==> src/rtl/pulse_frame_chk_sat_cnt8.sv <==
// sat_cnt8: 8-bit event counter that sticks at 255 instead of wrapping.
// Cleared only by the asynchronous active-low reset.
module sat_cnt8 (
  input  logic       clk,
  input  logic       rst,
  input  logic       inc,
  output logic [7:0] cnt
);

  logic [7:0] r_cnt;

  // Count one per inc pulse, holding at all-ones once reached
  always_ff @(posedge clk or negedge rst) begin
    if (!rst) begin
      r_cnt <= 8'd0;
    end else if (inc && (r_cnt != 8'hFF)) begin
      r_cnt <= r_cnt + 8'd1;
    end
  end

  assign cnt = r_cnt;

endmodule

==> config.mk <==
export PLATFORM = sky130hd
export DESIGN_NAME = sat_cnt8
export DESIGN_NICKNAME = d
export VERILOG_FILES = /design/src/rtl/pulse_frame_chk_sat_cnt8.sv
export SDC_FILE = /design/constraint.sdc
export NUM_CORES = 1
export LEC_CHECK = 0
export CORE_AREA = 2 2 39 41
export CTS_CLUSTER_DIAMETER = 200
export DETAILED_ROUTE_END_ITERATION = 6
export DIE_AREA = 0 0 41 43
export PLACE_DENSITY = 0.57
export REMOVE_ABC_BUFFERS = 1
export SETUP_SLACK_MARGIN = 0.4
export SLEW_MARGIN = 20
export SYNTH_ARGS = -nofsm -noshare
export SYNTH_HDL_FRONTEND = slang
export SYNTH_SLANG_ARGS = --single-unit
==> constraint.sdc <==
create_clock -name clk -period 1.45 [get_ports clk]
set_clock_uncertainty 0.05 [all_clocks]
set_input_delay 0.145 -clock clk [delete_from_list [all_inputs] [get_ports clk]]
set_output_delay 0.145 -clock clk [all_outputs]
set_load 0.05 [all_outputs]
==> impl_metrics.toml <==
[routing]
vias_per_cell = 5.125
drtPass1Iterations = 4
postRouteAntennaNets = 0
drt-initial-drc-count = 7
drt_wl_total_mm = 1.348
drc = 0
avgRoutedWirePerCell_um = 15.32
vias = 451

[critical_path]
critPathCaptureType = "register"
cpMaxStageDelayCell = "dfrtp_1"
cp_max_fo = 2
critical_path_class = "reg -> reg"
critPathLaunch = "cnt[0]$_DFFE_PN0P_"
cpLargestDelayFamily = "flip-flops"
crit_arrival_ps = 1460
worst_setup_path_start_kind = "register"
cpPeakStageDelay_ps = 410
cp.required_ps = 1540
crit_chain = "ha_4 -> nand4_1 -> o21ai_2 -> mux2_4"
path_buf_inv = 0
r2r-start = "cnt[0]$_DFFE_PN0P_"

[final_layout]
antenna_cells = 0
stdcell_count = 88
multi_input_area_sq_um = 255.2
final_nets = 78
design_area_sq_um = 904.6
regArea_sq_um = 205.2
final_common_cell = "buf_4"
nFillCells = 102
drive_gt1_share_pct = 76.39
largest_reg_flops = 8
final_cell_mix = "buf_4, buf_12, buf_6"
syn2layout_area_growth_pct = 121.8

[synth]
ys_seq_area_share_pct = 49.08
synth.cell_area_sq_um = 407.9
syn_inst = 34
ys_warn_count = 0
synth.avg_cell_area_sq_um = 12.00
synth-seq-cells = 8
yosys.cell_types.count = 23

[cts]
htreeDepth = 1
clockBufferDepth = 2
clkSlewWorstSetupHoldPaths_ps = 50
clk_latency_ps = 250
cts_hold_buf = 0
numCtsBuffers = 3
cts_tree = "yes"
root_buffer = "clkbuf_4"
cts_sinks = 8

[grt]
grt.total_usage_pct = 21.04
met1_usage_pct = 27.09
overflow = 0
grt_max_degree = 9
grt_pass1_wl_mm = 2.387
top_usage_layer = "met2"
grt_util_met3_pct = 4.712
antenna_found_initial = 0
grt_pass1_vias = 505
met2_usage_pct = 31.87

[timing]
tightest_slew_ps = 401.3
finalCritPeriodShare_pct = 94.74
rsz0062_at_grt = "yes"
maxSlewHeadroom_pct = 73.17
max_freq_ghz = 0.7279
finalSetupViolations = 0
hold_viol = 0
min_period_ps = 1374
holdWs_ps = 137.8
timing.final.max_slew_violations = 0
setup_slack_ps = 76.26

[die]
die-area_sq_um = 1763
rows = 14
die_height_um = 43
coreArea_sq_um = 1384
initial_core_util_pct = 29.48
num_io_pins = 11
floorplan.die.width_um = 41

[hold_path]
hp-class = "in -> async"

[placed_design]
dpl_cell_area_sq_um = 683.2
gp_congestion = 0.8253
portBuffers = 10
place_inst = 70
hpwl_um = 753.1
pre_cts_ws_ps = -15.02

[power]
vdd_ir_drop_max_uv = 1399
leakage_nw = 0.4020
power_density_nw_per_um2 = 2454

[outcome]
run_status = "finished clean"

[job]
drv_cap = 0
-- path summary, 6_finish.rpt --
check | endpoint | cells after the start | slack, ps
max | cnt[1]$_DFFE_PN0P_ | 4 | 80
min | cnt[7]$_DFFE_PN0P_ | 1 | 140
max reg2reg | cnt[1]$_DFFE_PN0P_ | 4 | 80
min reg2reg | cnt[0]$_DFFE_PN0P_ | 2 | 600
max in group asynchronous | cnt[4]$_DFFE_PN0P_ | 1 | 910
min in group clk | cnt[0]$_DFFE_PN0P_ | 2 | 600
-- cell usage after synthesis, drive strengths merged --
cell,n,area [sq um]
xor2,1,8.760
a311oi,1,15.01
nand3,3,20.02
and4,1,11.26
a21boi,1,7.510
a41oi,2,17.52
dfrtp,8,200.2
xnor2,1,8.760
mux2,2,26.27
a21oi,2,10.01
o21ai,1,8.760
nand4,1,6.260
ha,1,12.51
o211ai,1,7.510
a31oi,2,12.51
and3,1,11.26
nor2,1,3.750
o21a,1,7.510
nor3,1,5.000
inv,1,3.750
nand2,1,3.750
-- kinds of logic after synthesis --
group | count (synthesis) | synth area share (%)
compound gates | 11 | 21.17
simple gates | 9 | 15.03
xor+xnor | 2 | 4.295
mux | 2 | 6.440
flops | 8 | 49.08
buf+inv | 1 | 0.9194
fa+ha+maj | 1 | 3.067
-- layer usage --
layer  wire length (um)  up-vias  share of wire [%]
met1                569      226                 42
met3                 39        2                2.9
met5                  0        -                  0
met2                730       10                 54
met4                  9        0               0.67
li1                   -      213                  -
-- metrics by stage --
step / setup TNS, ps / util (%) / power [mW]
6_report: 0 / 65.37 / 2.220
5_1_grt: 0 / 65.37 / 2.357
4_1_cts: 0 / 62.84 / 2.102
3_5_place_dp: -23.92 / 49.37 / 1.589
3_3_place_gp: 0 / 49.37 / 1.561
2_1_floorplan: -1071 / - / 0.9596
-- cell type report --
| cell class | instances | share of cell area, % |
|---|---|---|
| timing repair buffer | 35 | 43.98 |
| inverter | 1 | 0.4149 |
| tap | 16 | 2.213 |
| clock buffer | 3 | 2.490 |
| multi-input combinational | 25 | 28.22 |
| sequential | 8 | 22.68 |
-- what timing repair did --
item | CTS | global route
pin swaps | 4 | 2
endpoints found under the setup margin | 16 | 16
setup buffers | 13 | 2
resized for setup | 16 | 7
-- power breakdown --
group | internal, mW | switching [mW]
Sequential | 0.328 | 0.118
Combinational | 0.884 | 0.720
Clock | 0.0947 | 0.0747
Total | 1.31 | 0.913
-- worst reg2reg max path: stages, from the launching register on --
cell and delay [ps]:
dfrtp_1 410, ha_4 170, nand4_1 130, o21ai_2 190, mux2_4 310
No activity file was read; power rests on OpenSTA's default activity.
